## config.mk

```make
export PLATFORM = sky130hd
export DESIGN_NAME = chip_sp_uart_tx
export DESIGN_NICKNAME = d
export VERILOG_FILES = /design/src/rtl/chip_sp_pkg.sv /design/src/rtl/chip_sp_sync_fifo.sv /design/src/rtl/chip_sp_uart_tx.sv
export SDC_FILE = /design/constraint.sdc
export NUM_CORES = 1
export LEC_CHECK = 0
export BUFFER_PORTS_ARGS = -buffer_cell sky130_fd_sc_hd__buf_2
export CAP_MARGIN = 10
export CORE_MARGIN = 1.5
export CORE_UTILIZATION = 55
export DETAILED_ROUTE_END_ITERATION = 10
export MAX_ROUTING_LAYER = met4
export PLACE_DENSITY_LB_ADDON = 0.25
export SLEW_MARGIN = 20
export SYNTH_ARGS = -nofsm -noshare
export SYNTH_HDL_FRONTEND = slang
export SYNTH_SLANG_ARGS = --single-unit
```

## constraint.sdc

```tcl
create_clock -name clk -period 7.25 [get_ports clk]
set_input_delay 0 -clock clk [delete_from_list [all_inputs] [get_ports clk]]
set_output_delay 0 -clock clk [all_outputs]
set_load 0.005 [all_outputs]
```

## src/rtl/chip_sp_pkg.sv

```systemverilog
// Shared types and constants for the character-stream UART transmitter.
//   tx_state_t : transmitter FSM states
//   FRAME_BITS : bits per 8N1 frame (start + 8 data + stop)
//   LINE_IDLE  : level of the serial line when nothing is being sent
package chip_sp_pkg;

    typedef enum logic [1:0] {
        IDLE  = 2'd0,
        START = 2'd1,
        DATA  = 2'd2,
        STOP  = 2'd3
    } tx_state_t;

    localparam int unsigned FRAME_BITS = 10;
    localparam int unsigned DATA_BITS  = 8;
    localparam logic        LINE_IDLE  = 1'b1;

endpackage

```

## src/rtl/chip_sp_sync_fifo.sv

```systemverilog
// Synchronous FIFO with show-ahead read: the head entry is on rdata whenever
// the FIFO is not empty.
//   clk, reset : clock and asynchronous active-low reset
//   push/wdata : write wdata on the clock edge (ignored when full)
//   pop        : advance the head on the clock edge (ignored when empty)
//   rdata      : current head entry
//   full/empty : occupancy flags
//   level      : number of entries held
module chip_sp_sync_fifo #(
    parameter int unsigned DEPTH = 4,
    parameter int unsigned WIDTH = 8
) (
    input  logic                     clk,
    input  logic                     reset,
    input  logic                     push,
    input  logic                     pop,
    input  logic [WIDTH-1:0]         wdata,
    output logic [WIDTH-1:0]         rdata,
    output logic                     full,
    output logic                     empty,
    output logic [$clog2(DEPTH):0]   level
);

    localparam int unsigned AW = $clog2(DEPTH);
    localparam logic [AW:0] PTR_ONE = (AW+1)'(1);

    logic [WIDTH-1:0] mem [DEPTH];
    logic [AW:0]      wr_ptr;
    logic [AW:0]      rd_ptr;
    logic             do_push;
    logic             do_pop;

    assign do_push = push & ~full;
    assign do_pop  = pop & ~empty;

    // Pointers carry one extra wrap bit: equal addresses with differing wrap
    // bits means full, fully equal pointers means empty.
    assign empty = (wr_ptr == rd_ptr);
    assign full  = (wr_ptr[AW] != rd_ptr[AW]) &&
                   (wr_ptr[AW-1:0] == rd_ptr[AW-1:0]);
    assign level = wr_ptr - rd_ptr;
    assign rdata = mem[rd_ptr[AW-1:0]];

    always_ff @(posedge clk or negedge reset) begin
        if (!reset) begin
            wr_ptr <= '0;
            rd_ptr <= '0;
        end else begin
            if (do_push) wr_ptr <= wr_ptr + PTR_ONE;
            if (do_pop)  rd_ptr <= rd_ptr + PTR_ONE;
        end
    end

    always_ff @(posedge clk) begin
        if (do_push) mem[wr_ptr[AW-1:0]] <= wdata;
    end

endmodule

```

## src/rtl/chip_sp_uart_tx.sv

```systemverilog
// Buffers the character generator's byte stream and serialises each byte as
// an 8N1 UART frame, LSB first.
//   clk        : system clock, rising edge
//   reset      : asynchronous active-low reset; aborts any frame in flight
//   in_data    : character byte from the generator
//   in_valid   : in_data valid this cycle
//   in_ready   : FIFO not full; a byte is taken when in_valid & in_ready
//   tx         : registered serial line, idle high
//   busy       : high while a frame (start, data or stop) is on the line
//   fifo_level : bytes currently waiting in the FIFO
module chip_sp_uart_tx
    import chip_sp_pkg::*;
#(
    parameter int unsigned CLK_DIV    = 16,
    parameter int unsigned FIFO_DEPTH = 4,
    parameter int unsigned DATA_W     = 8
) (
    input  logic                          clk,
    input  logic                          reset,
    input  logic [DATA_W-1:0]             in_data,
    input  logic                          in_valid,
    output logic                          in_ready,
    output logic                          tx,
    output logic                          busy,
    output logic [$clog2(FIFO_DEPTH):0]   fifo_level
);

    localparam int unsigned CNT_W = $clog2(CLK_DIV);
    localparam logic [CNT_W-1:0] CNT_LAST = CNT_W'(CLK_DIV - 1);
    localparam logic [CNT_W-1:0] CNT_ONE  = CNT_W'(1);
    localparam logic [2:0]       IDX_LAST = 3'(DATA_BITS - 1);

    tx_state_t         state;
    tx_state_t         state_n;
    logic [CNT_W-1:0]  cnt;
    logic [CNT_W-1:0]  cnt_n;
    logic [2:0]        bit_idx;
    logic [2:0]        bit_idx_n;
    logic [DATA_W-1:0] shift;
    logic [DATA_W-1:0] shift_n;
    logic              tx_r;
    logic              tx_n;
    logic              bit_end;

    logic              fifo_push;
    logic              fifo_pop;
    logic [DATA_W-1:0] fifo_rdata;
    logic              fifo_full;
    logic              fifo_empty;

    assign in_ready  = ~fifo_full;
    assign fifo_push = in_valid & in_ready;

    chip_sp_sync_fifo #(
        .DEPTH (FIFO_DEPTH),
        .WIDTH (DATA_W)
    ) u_fifo (
        .clk   (clk),
        .reset (reset),
        .push  (fifo_push),
        .pop   (fifo_pop),
        .wdata (in_data),
        .rdata (fifo_rdata),
        .full  (fifo_full),
        .empty (fifo_empty),
        .level (fifo_level)
    );

    assign bit_end = (cnt == CNT_LAST);
    assign busy    = (state != IDLE);
    assign tx      = tx_r;

    always_ff @(posedge clk or negedge reset) begin
        if (!reset) begin
            state   <= IDLE;
            cnt     <= '0;
            bit_idx <= '0;
            shift   <= '0;
            tx_r    <= LINE_IDLE;
        end else begin
            state   <= state_n;
            cnt     <= cnt_n;
            bit_idx <= bit_idx_n;
            shift   <= shift_n;
            tx_r    <= tx_n;
        end
    end

    always_comb begin
        state_n   = state;
        cnt_n     = bit_end ? '0 : cnt + CNT_ONE;
        bit_idx_n = bit_idx;
        shift_n   = shift;
        tx_n      = tx_r;
        fifo_pop  = 1'b0;

        unique case (state)
            IDLE: begin
                cnt_n = '0;
                tx_n  = LINE_IDLE;
                if (!fifo_empty) begin
                    fifo_pop = 1'b1;
                    shift_n  = fifo_rdata;
                    tx_n     = 1'b0;
                    state_n  = START;
                end
            end
            START: begin
                if (bit_end) begin
                    tx_n      = shift[0];
                    bit_idx_n = '0;
                    state_n   = DATA;
                end
            end
            DATA: begin
                if (bit_end) begin
                    if (bit_idx == IDX_LAST) begin
                        tx_n    = LINE_IDLE;
                        state_n = STOP;
                    end else begin
                        // Next bit comes from the pre-shift position 1 so the
                        // registered tx lines up with the shifted register.
                        shift_n   = shift >> 1;
                        tx_n      = shift[1];
                        bit_idx_n = bit_idx + 3'd1;
                    end
                end
            end
            STOP: begin
                if (bit_end) begin
                    if (!fifo_empty) begin
                        // Chain straight into the next start bit: no idle gap.
                        fifo_pop = 1'b1;
                        shift_n  = fifo_rdata;
                        tx_n     = 1'b0;
                        state_n  = START;
                    end else begin
                        state_n = IDLE;
                    end
                end
            end
            default: begin
                state_n = IDLE;
                tx_n    = LINE_IDLE;
            end
        endcase
    end

endmodule
```

==> reports/metrics.csv, run 1 <==
metric;value;unit
status;complete, no violations;
synth_cell_types;38;
fin_nets;232;
grt_max_degree;25;
cts_sinks;56;
post-route-period-util;34.6;%
synth_top_flop_cell;edfxtp_1;
die_area;5150;um^2
setup_viol;0;
ys_async_sr_fraction;42.9;%
std_cell_rows;24;
path_clk_slew;100;ps
start_kind;register;
yosysTopAreaCell;edfxtp_1;
firstDrtPassIters;6;
leakagePower;1.18;nW
regToRegEndpoint;shift[5];
top_layer;met4;
yosysMostFrequentCell;edfxtp_1;
ys_seq_area_share;60.0;%
worstHoldStart;in_valid;
syn_area_per_cell;14.7;um^2
hold_depth;3;
antenna_found_initial;0;
coreArea;4440;um^2
synth_top_area_share;36.9;%
cts_resized;0;
cts_buffers;5;
clock_latency;300;ps
drc_errors;0;
syn-num-nets;205;
cts_tree;yes;
wl_met1;1940;um
worst_clock_skew;11.4;ps
crit_fanout;11;
drt_iter0_drc;117;
drive_gt1_share;24.4;%
grt_first_pass_wirelength;7280;um
ir_drop;0.165;mV
max_freq;0.398;GHz
boundaryPins;17;
synth_edf_count;32;
cts-root-buf;clkbuf_8;
synth_common_cells;edfxtp_1, dfrtp_1, ha_1;
place_area;2730;um^2
arrival;2700;ps
cpMaxStageDelayCell;dfrtp_1;
post-route-min-period;2510;ps
hold_class;input port to register;
whs_endpoint;u_fifo.wr_ptr[0];
synth_area;2600;um^2
die_h;71.8;um
dp_hpwl;3070;um
hold_viol_final;0;
netlist_top_cells_area;edfxtp_1, dfrtp_1, ha_1;
fin_area;2930;um^2
wl_met3;99;um
cts_setup_buffers;0;
endpoint_kind;register;
reg2regPathDepth;5;
diodes;0;
place.port_buffers;16;
rsz0062_at_grt;false;
grt_util_all_layers;19.4;%
routed_wl;4300;um
grt_overflow;0;
wl_per_cell;16.7;um
power_density;254;nW/um^2
path_class;register to register;
slew_headroom;55.8;%
wl_met2;2240;um
synth-seq-cells;56;
htree_levels;2;
post-route-util;66.0;%
vias;1450;
timing.rr.start;u_fifo.rd_ptr[0];
grt_pass1_vias;1570;
tns;0;ps
start_util;58.6;%
ant_nets;0;
hold_ws;126;ps
gp_congestion;0.822;
timing.final.ws_setup;4740;ps
place_ws;4740;ps
drv_slew;0;
viasPerCell;5.64;
required;7440;ps
r2r_slack;4740;ps
slowest_delay;740;ps
die_x;71.8;um
yosys_warnings;0;
crit_chain;ha_1, and2_2, a221o_1, a21oi_4, mux2_2;
cts.path.max_buffers;2;
synthCells;177;
n_fill_cell;325;
tightest_slew;662;ps
areaGrowthSynthToFinish;12.7;%
cap_viol_max_count;0;
[how the worst max path moves through the flow]
| stage | start | endpoint | slack [ps] |
|---|---|---|---|
| after detailed placement | u_fifo.rd_ptr[0] | shift[3] | 4740 |
| after floorplan | u_fifo.rd_ptr[1] | shift[0] | 4800 |
| after CTS | u_fifo.rd_ptr[0] | shift[3] | 4720 |
| after global routing | u_fifo.rd_ptr[0] | shift[1] | 4560 |
| after global placement | u_fifo.rd_ptr[0] | shift[5] | 4820 |
| final | u_fifo.rd_ptr[0] | shift[5] | 4740 |
[cell type report]
type	count	area, um^2	share of cell area [%]
inverters	11	41.3	1.41
multi-input cells	105	978	33.3
clock buffers	5	68.8	2.35
repair buffers	25	170	5.80
well taps	52	65.1	2.22
clock inverters	3	47.5	1.62
flip-flops and latches	56	1560	53.3
[kinds of logic after synthesis]
kind of cell	share of synthesized area, %
muxes	13.0
DFF	60.0
buffers and inverters	2.36
and+or+nand+nor	6.49
xor gates and xnor gates	2.64
AOI/OAI and AO/OA	7.02
adders and majority gates	8.46
[critical path, delay by kind of cell (launching register included)]
kind                     cells  cell delay, ps
flip-flops                   1             740
AO/OA/AOI/OAI                2             680
multiplexers                 1             380
adder cells (fa/ha/maj)      1             360
AND/OR/NAND/NOR              1             250
[registers in the layout, summed over array words and instances (netlist names)]
name / flops
u_fifo.wr_ptr: 3
shift: 8
bit_idx: 3
cnt: 4
u_fifo.mem: 32
u_fifo.rd_ptr: 3
tx: 1
state: 2
[routing by layer]
layer	up-vias	global-route usage, %
met5	-	-
met4	0	6.50
met3	2	4.78
met2	20	31.2
met1	726	24.3
li1	702	-
[what timing repair did]
action | CTS | global route
hold buffers | 9 | 0
endpoints found under the setup margin | 0 | 0
hold endpoints to repair | 55 | 0
[through the flow]
stage | power, mW | instances
after detailed placement | 0.549 | 240
after global placement | 0.543 | 240
after floorplan | 0.497 | 177
final | 0.744 | 257
after global routing | 0.790 | 257
after CTS | 0.753 | 257
[where the power goes]
group | switching, mW | internal [mW] | leakage [nW]
clock | 0.0976 | 0.104 | 0.0583
combinational | 0.0798 | 0.0602 | 0.534
sequential | 0.0175 | 0.385 | 0.590
total | 0.195 | 0.549 | 1.18
[cells in the final DEF (no fill, tap or decap), drive strengths merged, types with 7 or more instances in the layout]
cell         synthesis  routed
mux2                14      14
edfxtp              32      32
dlygate4sd3          0       9
dfrtp               23      23
nand2               11      11
buf                  1      16
o21ai                7       7
ha                  16      16
inv                 11      11
mux4                 8       8
Power figures use the tool's default switching activity.
==> run 2, diff against run 1 <==
--- a/config.mk
+++ b/config.mk
@@ -8,7 +8,7 @@
 export BUFFER_PORTS_ARGS = -buffer_cell sky130_fd_sc_hd__buf_2
 export CAP_MARGIN = 10
 export CORE_MARGIN = 1.5
-export CORE_UTILIZATION = 55
+export CORE_UTILIZATION = 54
 export DETAILED_ROUTE_END_ITERATION = 10
 export MAX_ROUTING_LAYER = met4
 export PLACE_DENSITY_LB_ADDON = 0.25
==> constraint.sdc (replaced) <==
create_clock -name clk -period 2 [get_ports clk]
set_input_delay 0 -clock clk [delete_from_list [all_inputs] [get_ports clk]]
set_output_delay 0 -clock clk [all_outputs]
set_load 0.005 [all_outputs]
==> run 2 against run 1 <==
  * Worst hold slack got worse by 12 ps
  * Via count up 7.8%
  * Non-clock buffer count grew 15
  * Power grew to 3.7 times the previous value
  * Clock skew decreased by 4.2 ps
  * Largest cell class unchanged
==> reports/metrics.csv, run 2 (same netlist as run 1, synthesis figures left out) <==
metric;value;unit
status;complete, no violations;
coreArea;4690;um^2
dp_hpwl;3250;um
hold_class;input port to register;
ir_drop;0.757;mV
grt_first_pass_wirelength;7600;um
start_util;55.5;%
path_class;register to register;
wl_per_cell;17.1;um
routed_wl;4690;um
path_clk_slew;110;ps
ant_nets;0;
die_area;5240;um^2
areaGrowthSynthToFinish;19.3;%
drc_errors;0;
endpoint_kind;register;
largest_register_ff_count;32;
drv_slew;0;
antenna_found_initial;0;
required;2210;ps
worstHoldStart;in_valid;
htree_levels;2;
power_density;891;nW/um^2
timing.rr.start;u_fifo.wr_ptr[0];
cap_viol_max_count;0;
cts_sinks;56;
vias;1563;
die_x;72.4;um
arrival;2160;ps
place.port_buffers;16;
post-route-min-period;1950;ps
leakagePower;1.28;nW
setup_viol;0;
n_fill_cell;321;
drt_iter0_drc;92;
die_h;72.4;um
drive_gt1_share;32.3;%
grt_pass1_vias;1624;
multi_input_area;1040;um^2
slew_headroom;63.2;%
tightest_slew;552;ps
rsz0062_at_grt;false;
place_area;2870;um^2
crit_fanout;8;
cts.path.max_buffers;2;
grt_max_degree;25;
seq_area;1560;um^2
fin_nets;247;
reg2regPathDepth;7;
cts_tree;yes;
diodes;0;
grt_util_all_layers;20.3;%
boundaryPins;17;
wl_met3;160;um
power.total;2.77;mW
start_kind;register;
dp.cells;255;
wl_met2;2400;um
grt_overflow;0;
post-route-period-util;97.3;%
top_layer;met4;
gp_congestion;0.808;
hold_depth;3;
fin_area;3100;um^2
max_freq;0.514;GHz
fin_cells;274;
clock_latency;320;ps
worst_clock_skew;7.17;ps
firstDrtPassIters;4;
std_cell_rows;25;
final_cell_mix;edfxtp_1, dfrtp_1, buf_2, buf_4, ha_1;
viasPerCell;5.70;
final_common_cell;edfxtp_1;
cts-root-buf;clkbuf_8;
critPathLaunch;u_fifo.wr_ptr[0];
cts_buffers;5;
wl_met1;2050;um
hold_viol_final;0;
[run 2: cell types whose count changed in the layout (fill, tap and decap cells not counted), moves of 2 or more]
cell / change
ha_1: -3
ha_4: +2
inv_6: +2
mux2_2: -7
mux2_4: +7
buf_4: +14
clkinv_4: -2
[run 2: path summary, 6_finish.rpt]
check / endpoint / slack [ps]
hold / removal: u_fifo.wr_ptr[0] / 110
setup / recovery: shift[4] / 50
min in group asynchronous: cnt[3] / 190
setup reg to reg: shift[4] / 50
max in group asynchronous: u_fifo.rd_ptr[2] / 1440
hold reg to reg: u_fifo.wr_ptr[2] / 520
[run 2: worst max-delay path, cell delays in order, from the launching register on]
cell	delay, ps
dfrtp_1	400
inv_1	110
ha_4	210
and2_4	160
a221o_1	340
a21oi_4	170
buf_12	150
mux2_4	300
[run 2: cell type report]
cell class	count	share of cell area (%)
sequential	56	50.3
multi-input combinational	105	33.4
timing repair buffer	40	9.51
clock buffer	5	2.22
tap	54	2.18
inverter	11	1.41
clock inverter	3	0.927
[run 2: timing repair]
action | CTS | global route
hold buffers | 9 | 0
endpoints found under the hold margin | 55 | 0
pin swaps | 1 | 0
setup buffers | 1 | 1
gates resized for setup | 0 | 4
endpoints found under the setup margin | 7 | 7
[run 2: metrics by stage]
| step | hold WS (ps) | util [%] | setup slack [ps] | TNS (ps) |
|---|---|---|---|---|
| CTS | 103 | 65.6 | 10.2 | 0 |
| global placement | 1.34 | 61.2 | 20.8 | 0 |
| finish | 114 | 66.2 | 53.0 | 0 |
| global route | 142 | 66.2 | 10.1 | 0 |
| floorplan | -296 | - | -167 | -1170 |
| detailed placement | 15.3 | 61.2 | -34.9 | -173 |
[run 2: metal layers]
metal,global-route usage [%],vias up
met5,-,-
met4,7.97,0
met3,4.58,8
met2,33.3,36
met1,24.7,781
li1,-,738
[run 2: power breakdown]
group | switching, mW | total (mW) | leakage (nW) | internal (mW)
logic | 0.329 | 0.645 | 0.638 | 0.316
registers | 0.0579 | 1.45 | 0.590 | 1.39
clock network | 0.403 | 0.669 | 0.0511 | 0.265
total | 0.790 | 2.77 | 1.28 | 1.98
